[config.mk]
export PLATFORM = sky130hd
export DESIGN_NAME = sap_step_sequencer
export DESIGN_NICKNAME = d
export VERILOG_FILES = /design/src/rtl/sap_step_sequencer.sv
export SDC_FILE = /design/constraint.sdc
export NUM_CORES = 1
export LEC_CHECK = 0
export CAP_MARGIN = 20
export CELL_PAD_IN_SITES_DETAIL_PLACEMENT = 1
export CELL_PAD_IN_SITES_GLOBAL_PLACEMENT = 1
export CORE_ASPECT_RATIO = 1.4
export CORE_MARGIN = 2
export CORE_UTILIZATION = 25
export DETAILED_ROUTE_END_ITERATION = 16
export PLACE_DENSITY = 0.79
export SYNTH_ARGS = -nofsm -noshare
export SYNTH_HDL_FRONTEND = slang
export SYNTH_SLANG_ARGS = --single-unit
[constraint.sdc]
create_clock -name clk -period 1.34 [get_ports clk]
set_input_delay 0.201 -clock clk [delete_from_list [all_inputs] [get_ports clk]]
set_output_delay 0.201 -clock clk [all_outputs]
set_load 0.05 [all_outputs]
[src/rtl/sap_step_sequencer.sv]
// SAP-1 microprogram sequencer: six-state T ring with opcode decode to the
// 12-bit control word, plus run/single-step control, halt and retire counting.
module sap_step_sequencer #(
    parameter int          CNT_W    = 8,
    parameter logic [11:0] IDLE_CON = 12'h3E3
) (
    input  logic             clk,
    input  logic             clr,
    input  logic [3:0]       opcode,
    input  logic             step_mode,
    input  logic             step_req,
    output logic [11:0]      con,
    output logic [5:0]       t_state,
    output logic             halted,
    output logic             step_ack,
    output logic [CNT_W-1:0] instr_count
);

    localparam logic [3:0] OP_LDA = 4'b0000;
    localparam logic [3:0] OP_ADD = 4'b0001;
    localparam logic [3:0] OP_SUB = 4'b0010;
    localparam logic [3:0] OP_OUT = 4'b1110;
    localparam logic [3:0] OP_HLT = 4'b1111;

    typedef enum logic [2:0] {
        S_WAIT, S_T1, S_T2, S_T3, S_T4, S_T5, S_T6, S_HALT
    } state_t;

    state_t state, state_nxt;
    logic   from_step;

    always_ff @(posedge clk) begin
        if (clr) begin
            state       <= S_WAIT;
            step_ack    <= 1'b0;
            instr_count <= '0;
            from_step   <= 1'b0;
        end else begin
            state    <= state_nxt;
            step_ack <= (state == S_T6) && from_step;
            if (state == S_T6)
                instr_count <= instr_count + 1'b1;
            // Remember whether this instruction was launched by a step request
            if (state == S_WAIT && state_nxt == S_T1)
                from_step <= step_req;
            else if (state == S_T6)
                from_step <= 1'b0;
        end
    end

    always_comb begin
        state_nxt = state;
        con       = IDLE_CON;
        t_state   = 6'b000000;
        halted    = 1'b0;
        case (state)
            S_WAIT: begin
                if (!step_mode || step_req)
                    state_nxt = S_T1;
            end
            S_T1: begin
                t_state   = 6'b000001;
                con       = 12'h5E3;
                state_nxt = S_T2;
            end
            S_T2: begin
                t_state   = 6'b000010;
                con       = 12'hBE3;
                state_nxt = S_T3;
            end
            S_T3: begin
                t_state   = 6'b000100;
                con       = 12'h263;
                state_nxt = S_T4;
            end
            S_T4: begin
                t_state = 6'b001000;
                case (opcode)
                    OP_LDA, OP_ADD, OP_SUB: con = 12'h1A3;
                    OP_OUT:                 con = 12'h3F2;
                    default:                con = IDLE_CON;
                endcase
                state_nxt = (opcode == OP_HLT) ? S_HALT : S_T5;
            end
            S_T5: begin
                t_state = 6'b010000;
                case (opcode)
                    OP_LDA:         con = 12'h2C3;
                    OP_ADD, OP_SUB: con = 12'h2E1;
                    default:        con = IDLE_CON;
                endcase
                state_nxt = S_T6;
            end
            S_T6: begin
                t_state = 6'b100000;
                case (opcode)
                    OP_ADD:  con = 12'h3C7;
                    OP_SUB:  con = 12'h3CF;
                    default: con = IDLE_CON;
                endcase
                state_nxt = step_mode ? S_WAIT : S_T1;
            end
            S_HALT: begin
                halted = 1'b1;
            end
            default: state_nxt = S_WAIT;
        endcase
    end

endmodule

==> results.md, run 1 <==
- First-pass GRT wire length: 6230 µm
- CORE AREA: 0.00288 mm²
- Syn avg cell area: 7.90 µm²
- Skew final: 0.00251 ns
- Static leakage: 0.785 nW
- Share of cells above drive strength 1: 72.1%
- Global-route congestion overflow total: 0
- Die area: 0.00346 mm²
- RSZ-0062 raised after global routing: true
- Final Hold Viols: 0
- # fillers: 267
- CTS root buf: clkbuf_8
- Data required time of the worst path: 1.14 ns
- DRT Pass-1 Iters: 4
- Worst Tran Pin Value: 0.378 ns
- Slew margin rel.: 74.7%
- Min cycle time layout: 1.66 ns
- Syn Inst Count: 95
- Hold WC Path Type: flop to flop
- Detail Route Antenna Nets: 0
- # IOs: 36
- DIE HEIGHT: 68.8 µm
- H-tree depth: 1
- Max cap viols: 0
- VDD IR max: 0.615 mV
- Final worst slack: -0.318 ns
- Final Power: 1.52 mW
- Syn_nets: 104
- Number of flops mapped to enable cells by yosys: 0
- Area contributors post-synth: dfxtp_1, a21oi_1, nand2_1
- Row count: 23
- GRT Overall Usage: 24.5%
- Routed wire length: 4170 µm
- Async S/R FF share, synth: 0%
- Initial antenna violation count: 0
- Dpl cells: 184
- Slew Limit Fails: 0
- Final Instance Count excl. Fillers: 202
- Synth Flop Type: dfxtp_1
- Final Cycle Share: 124%
- Largest area contributor in the netlist: dfxtp_1
- Initial Util: 26.1%
- Synthesized area: 751 µm²
- Count of cell types in the netlist: 33
- Arr. time, crit path: 1.46 ns
- Crit. End Element: output pin
- CTS Buffer Depth: 2
- Failing checks: setup timing
- Critical R2R Launch: state[0]
- Seq/Total Area, Yosys: 34.7%
- Vias post-DR: 1043
- Post-synth top area share: 34.7%
- DIE WIDTH: 50.3 µm
- # diodes: 0
- Pwr dens: 749 mW/mm²
- Detailed placement HPWL: 2660 µm
- Cell chain of the critical path: or3b_4, a21oi_2, o211ai_1, buf_4
- Cts bufs inserted: 3
- CP max FO: 7
- Seq cells post-synth: 13
- Area Overhead vs Synth: 170%
- Routed vias/inst: 5.16
- Worst-path clk slew: 0.05 ns
- Global placement routability congestion: 0.782
- Fmax: 603 MHz
- Syn. warnings: 0
- Hold path start: from_step
- Setup-failing EPs final: 26
- Critical Path Source: state[0]
- Critical path's slowest cell: dfxtp_4
- Initial drt markers: 17
- Port bufs: 35
- Util after Layout: 70.4%
- Status: complete, but fails checks
- TritonCTS Sinks: 13
- Post-synth top cells: dfxtp_1, a21oi_1, nand2_1
- WL per Instance: 20.6 µm
- Final-stage net count: 175
- CP max stage delay: 0.39 ns
- Number of global-route vias before repair: 1187
- Critical path type: flop to output pin
- CP Launch Type: flop
- Largest net degree at the start of global routing: 8
- CTS tree: yes
- # DRC: 0
- Top-count cell post-synth: dfxtp_1
- Clock Latency Late Sink: 0.25 ns
-- worst max-delay path, delay by kind of cell (launching register included) --
kind                   cells  cell delay (ns)
DFF                        1             0.39
buffers and inverters      1             0.20
AOI/OAI and AO/OA          2             0.23
and+or+nand+nor            1             0.39
-- cell type report --
class	instances	area [µm²]	share of cell area, %
repair buffers	72	937	46.2
multi-input cells	72	686	33.8
flip-flops and latches	13	288	14.2
well taps	37	46.3	2.28
clock buffers	4	45.0	2.22
inverters	4	25.0	1.23
-- where the power goes --
part	total, mW	switching [mW]	internal, mW
clock network	0.354	0.144	0.210
logic	0.731	0.357	0.374
registers	0.434	0.0329	0.401
-- worst paths after layout --
check / to / slack (ns) / cells past startpoint
setup / recovery: con[5] / -0.32 / 4
hold / removal: step_ack / 0.51 / 1
setup reg to reg: instr_count[7] / -0.19 / 5
hold reg to reg: step_ack / 0.51 / 1
-- state kept, by name, summed over array words and instances (netlist names) --
name,flops
instr_count,8
from_step,1
step_ack,1
state,3
-- kinds of logic after synthesis --
logic type / Yosys count / synth area share [%]
AND/OR/NAND/NOR: 43 / 34.0
AO/OA/AOI/OAI: 25 / 20.2
flip-flops: 13 / 34.7
buffers and inverters: 10 / 6.00
XOR/XNOR: 3 / 3.50
adder cells (fa/ha/maj): 1 / 1.67
-- through the flow --
| step | worst slack (ns) | cell area [µm²] | hold WS (ns) | TNS (ns) |
|---|---|---|---|---|
| 2_1_floorplan | -0.991 | 900 | 0.263 | -3.73 |
| 3_3_place_gp | -0.322 | 1620 | 0.474 | -3.37 |
| 3_5_place_dp | -0.398 | 1620 | 0.493 | -4.64 |
| 4_1_cts | -0.310 | 1940 | 0.507 | -4.51 |
| 5_1_grt | -0.343 | 2030 | 0.513 | -6.17 |
| 6_report | -0.318 | 2030 | 0.512 | -5.19 |
-- what timing repair did --
item	4_1_cts	5_1_grt
setup buffers	13	3
hold buffers	0	0
pin swaps	19	8
endpoints found under the setup margin	27	29
resized for setup	45	15
-- cell usage in the layout, fill, tap and decap left out, types with 2 or more instances in the layout --
cell,count
buf_6,18
dfxtp_4,6
clkdlybuf4s50_1,5
nand2b_4,2
or3_4,2
o31ai_1,2
clkbuf_8,3
a21oi_1,5
nand3_1,2
nand4_1,3
or4_4,3
o21ai_1,2
buf_4,22
a21oi_2,6
and3_4,2
dfxtp_1,3
nand3b_1,2
dfxtp_2,4
buf_12,25
a31oi_4,3
nand2_1,6
clkinvlp_4,2
nor2b_4,2
nor2_1,4
-- routing by layer --
| metal | routed length [µm] | part of all wire, % | vias up | GRT usage [%] |
|---|---|---|---|---|
| li1 | - | - | 482 | - |
| met2 | 2440 | 59 | 49 | 53.3 |
| met3 | 201 | 4.8 | 11 | 5.60 |
| met1 | 1410 | 34 | 501 | 21.6 |
| met4 | 108 | 2.6 | 0 | 7.77 |
| met5 | 0 | 0 | - | 0 |
Power figures use the tool's default switching activity.
==> run 2: changes to the inputs <==
Settings changed: CORE_UTILIZATION 25 to 37, DONT_BUFFER_PORTS set to 1, PLACE_DENSITY 0.79 to 0.75.
==> results.md, run 2 <==
- Top-count cell post-synth: dfxtp_1
- Area contributors post-synth: dfxtp_1, a21oi_1, nand2_1
- CTS root buf: clkbuf_4
- Simple-gate portion of the synthesized area: 34.0%
- Count of cell types in the netlist: 33
- Status: stopped before the end
- H-tree depth: 1
- Largest area contributor in the netlist: dfxtp_1
- Synthesized area: 751 µm²
- Compound-Gate Fraction of Synth Area: 20.2%
- # IOs: 36
- Stopping stage: clock tree synthesis (4_1_cts)
- DIE HEIGHT: 57.3 µm
- Halt Reason: [ERROR DPL-0033] detailed placement checks failed during check placement.
- Seq/Total Area, Yosys: 34.7%
- Syn Inst Count: 95
- Synth Flop Type: dfxtp_1
- DIE WIDTH: 42.1 µm
- Synth Area in Adders: 1.67%
- PostCTS Resize Cnt: 29
- Placed Area: 0.00126 mm²
- Syn avg cell area: 7.90 µm²
- Post-synth top cells: dfxtp_1, a21oi_1, nand2_1
- Setup WS pre-CTS: -0.146 ns
- Post-synth top area share: 34.7%
- Global placement routability congestion: 0.757
- Syn_nets: 104
- CTS Buffer Depth: 2
- Seq cells post-synth: 13
- Number of flops mapped to enable cells by yosys: 0
- Initial Util: 38.5%
- Largest family of logic cells by synthesized area: simple AND/OR/NAND/NOR gates
- Port bufs: 0
- Hold buffer count at CTS: 1
- Async S/R FF share, synth: 0%
- Postcts setup bufs: 11
- Mux cell area share after synthesis: 0%
- Synth Area in XOR/XNOR: 3.50%
- TritonCTS Sinks: 13
- Syn. warnings: 0
- Row count: 19
- Cts bufs inserted: 3
- Detailed placement HPWL: 2400 µm
[run 2: cells by family after synthesis]
group / after synthesis
buf+inv: 10
flops: 13
fa+ha+maj: 1
xor+xnor: 3
compound gates: 25
simple gates: 43
[run 2: through the flow]
step,utilization (%),std cells
floorplan,-,95
detailed placement,64.8,151
global placement,64.8,151
==> run 3: changes to the inputs <==
Settings changed: CELL_PAD_IN_SITES_DETAIL_PLACEMENT 1 to unset, CELL_PAD_IN_SITES_GLOBAL_PLACEMENT 1 to unset, CORE_AREA set to 2 2 63 65, CORE_ASPECT_RATIO 1.4 to unset, CORE_MARGIN 2 to unset, CORE_UTILIZATION 37 to unset, DIE_AREA set to 0 0 65 67, PLACE_DENSITY 0.75 to unset, PLACE_DENSITY_LB_ADDON set to 0.15.
Clock period 1.34 ns to 1.7 ns, I/O delays scaled along.
==> results.md, run 3 (synthesis gave the netlist of run 1 again) <==
- Arr. time, crit path: 1.44 ns
- Final Cycle Share: 99.7%
- Max cap viols: 0
- CP max stage delay: 0.38 ns
- Largest net degree at the start of global routing: 14
- CORE AREA: 0.00361 mm²
- Initial drt markers: 12
- Setup TNS: 0 ns
- Detailed placement HPWL: 1730 µm
- TritonCTS Sinks: 13
- Port bufs: 0
- Routed vias/inst: 4.67
- Slew margin rel.: 68.0%
- Final-stage net count: 135
- Worst-path clk slew: 0.05 ns
- Area Overhead vs Synth: 63.5%
- Vias post-DR: 808
- Buf+Inv Stages, Crit Path: 1
- GRT Overall Usage: 11.2%
- VDD IR max: 0.249 mV
- Detail Route Antenna Nets: 0
- Data required time of the worst path: 1.44 ns
- DRT Pass-1 Iters: 4
- Final Power: 935 µW
- Fmax: 590 MHz
- Most common cell after layout, fill and taps aside: buf_4
- Initial Util: 20.8%
- Cell chain of the critical path: or3b_4, a21oi_2, o211ai_1, buf_4
- Number of global-route vias before repair: 806
- CP delay by family, top: simple AND/OR/NAND/NOR gates
- Clock Latency Late Sink: 0.24 ns
- Final Instance Count excl. Fillers: 173
- CP Launch Type: flop
- Final worst slack: 0.00581 ns
- Status: complete, no violations
- CTS tree: yes
- Final Hold Viols: 0
- Static leakage: 0.484 nW
- Initial antenna violation count: 0
- Hold WC Path Type: input pin to flop
- Commonest cells after routing, fill and taps aside: buf_4, a21oi_1, dfxtp_1
- # diodes: 0
- Pwr dens: 761 mW/mm²
- CP max FO: 5
- Slew Limit Fails: 0
- H-tree depth: 1
- WL per Instance: 13.1 µm
- Top reg by flops: instr_count
- Top flop regs: instr_count (8), state (3)
- Setup-failing EPs final: 0
- Setup WS pre-CTS: 0.156 ns
- Global-route congestion overflow total: 0
- CTS root buf: clkbuf_8
- Row count: 22
- # IOs: 36
- Routed wire length: 2270 µm
- Worst Tran Pin Value: 0.480 ns
- Global placement routability congestion: 0.727
- Min cycle time layout: 1.69 ns
- DIE WIDTH: 65 µm
- Cts bufs inserted: 3
- Skew final: 0.00194 ns
- CTS Buffer Depth: 2
- DIE HEIGHT: 67 µm
- Max FFs per register: 8
- Share of cells above drive strength 1: 45.6%
- Crit. End Element: output pin
- First-pass GRT wire length: 3720 µm
- # DRC: 0
- Critical path type: flop to output pin
- Die area: 0.00436 mm²
- Dpl cells: 166
- Critical path's slowest cell: or3b_4
- RSZ-0062 raised after global routing: true
-- run 3: stage by stage --
step | area, µm² | utilization (%) | hold WS [ns]
3_5_place_dp | 1100 | 30.6 | 0.325
4_1_cts | 1200 | 33.3 | 0.0686
3_3_place_gp | 1100 | 30.6 | 0.323
2_1_floorplan | 841 | - | 0.317
6_report | 1230 | 34.0 | 0.0728
5_1_grt | 1230 | 34.0 | 0.0559
-- run 3: path summary, 6_finish.rpt --
path,cells after the start,end,startpoint,slack [ns]
max,4,con[5],state[1],0.006
min,1,state[2],clr,0.07
max reg2reg,5,instr_count[5],state[0],0.19
min reg2reg,2,from_step,from_step,0.48
-- run 3: layout make-up --
cell class              count  area, µm²
fillers                   369       2380
multi-input cells          72        542
repair buffers             32        289
flip-flops and latches     13        270
well taps                  48       60.1
clock buffers               4       45.0
inverters                   4       21.3
-- run 3: power by group --
group	leakage, nW	internal [mW]	total [mW]	switching [mW]
clock	0.0228	0.165	0.273	0.108
combinational	0.353	0.133	0.322	0.189
sequential	0.108	0.321	0.339	0.0183
total	0.484	0.619	0.935	0.315
-- run 3: repair_timing --
item                       CTS  global route
gates resized for setup     10             6
pin swaps                    3             5
setup endpoints to repair   11            12
cloned                       0             0
buffers inserted             2             1
hold buffers                 0             0
-- run 3: layer usage --
layer	global-route usage, %	wire (µm)
met1	13.0	969
met2	18.2	1130
met3	4.73	134
met4	4.79	27
met5	0	0
==> run 4: changes to the inputs <==
Settings changed: CTS_CLUSTER_DIAMETER set to 60, REMOVE_ABC_BUFFERS set to 1.
==> results.md, run 4 (synthesis gave the netlist of run 1 again) <==
- Worst Tran Pin Value: 0.480 ns
- Most common cell after layout, fill and taps aside: buf_4
- Detail Route Antenna Nets: 0
- CP max stage delay: 0.37 ns
- DIE HEIGHT: 67 µm
- CTS tree: yes
- Crit. End Element: output pin
- Static leakage: 0.505 nW
- Area Overhead vs Synth: 58.8%
- Status: complete, no violations
- Clock Latency Late Sink: 0.23 ns
- RSZ-0062 raised after global routing: true
- Top reg by flops: instr_count
- Max cap viols: 0
- Critical path type: flop to output pin
- VDD IR max: 0.263 mV
- Port bufs: 0
- H-tree depth: 1
- Routed wire length: 2120 µm
- Reg2Reg Setup Slack: 0.18 ns
- Top flop regs: instr_count (8), state (3)
- CTS root buf: clkbuf_8
- Vias post-DR: 813
- Slew margin rel.: 67.9%
- Share of cells above drive strength 1: 42.6%
- # DRC: 0
- CTS Buffer Depth: 2
- Fmax: 606 MHz
- Global placement routability congestion: 0.695
- Initial drt markers: 18
- Data required time of the worst path: 1.44 ns
- Util after Layout: 33.1%
- Final Hold Viols: 0
- Hold WC Path Type: input pin to flop
- CP delay by family, top: simple AND/OR/NAND/NOR gates
- Critical path's slowest cell: or3b_4
- Min cycle time layout: 1.65 ns
- Final-stage net count: 139
- Buf+Inv Stages, Crit Path: 1
- Final Instance Count excl. Fillers: 177
- Final Power: 920 µW
- Arr. time, crit path: 1.39 ns
- Routed vias/inst: 4.59
- Max FFs per register: 8
- Setup-failing EPs final: 0
- CP Launch Type: flop
- TritonCTS Sinks: 13
- DIE WIDTH: 65 µm
- Largest net degree at the start of global routing: 14
- # IOs: 36
- CP max FO: 6
- First-pass GRT wire length: 3650 µm
- Initial antenna violation count: 0
- Initial Util: 20.8%
- Cell chain of the critical path: or3b_4, a21oi_2, o211ai_1, buf_4
- CORE AREA: 0.00361 mm²
- DRT Pass-1 Iters: 3
- Row count: 22
- Pwr dens: 771 mW/mm²
- Detailed placement HPWL: 1660 µm
- Dpl cells: 169
- WL per Instance: 11.9 µm
- Global-route congestion overflow total: 0
- Slew Limit Fails: 0
- Skew final: 0.00152 ns
- GRT Overall Usage: 10.7%
- Commonest cells after routing, fill and taps aside: buf_4, a21oi_1, dfxtp_1
- Final Cycle Share: 97.0%
- Worst-path clk slew: 0.05 ns
- Number of global-route vias before repair: 821
- # diodes: 0
- Die area: 0.00436 mm²
- Cts bufs inserted: 3
- Setup TNS: 0 ns
[run 4: metal layers]
metal	share of wire, %	track usage [%]	vias up
met2	43	18.0	34
met3	10	2.36	2
met4	1.3	5.59	0
li1	-	-	411
met5	0	0	-
met1	45	12.6	366
[run 4: repair_timing]
| action | 4_1_cts | 5_1_grt |
|---|---|---|
| cloned | 0 | 0 |
| endpoints found under the setup margin | 11 | 9 |
| pin swaps | 2 | 3 |
| resized for setup | 12 | 5 |
| hold buffers | 0 | 0 |
| buffers inserted | 2 | 2 |
| endpoints found under the hold margin | 0 | 0 |
[run 4: worst paths after layout]
check / start / endpoint / cells past startpoint
hold reg to reg: from_step / from_step / 2
setup reg to reg: state[0] / instr_count[5] / 5
hold / removal: clr / state[1] / 1
setup / recovery: state[0] / con[5] / 4
[run 4: area by class of cell]
type	count	area (µm²)
clock buffer	4	45.0
inverter	4	15.0
multi-input combinational	72	500
fill	396	2410
sequential	13	269
timing repair buffer	36	303
tap	48	60.1
[run 4: worst reg2reg max path, stage by stage, from the launching register on]
cell      delay, ns
dfxtp_4        0.35
buf_4          0.16
nand2b_4       0.15
buf_4          0.15
or4_1          0.50
a21oi_1        0.14
[run 4: per-stage QoR]
step	hold slack [ns]	worst slack (ns)	area [µm²]
finish	0.0801	0.0503	1190
global route	0.0684	-0.0200	1190
CTS	0.0729	0.00737	1160
detailed placement	0.327	0.101	1060
global placement	0.326	0.132	1060
floorplan	0.324	-1.91	721
[run 4: power by group]
part	total, mW	leakage, nW	internal, mW	switching, mW
sequential	0.336	0.107	0.321	0.0151
clock	0.263	0.0228	0.165	0.0984
combinational	0.320	0.375	0.136	0.184
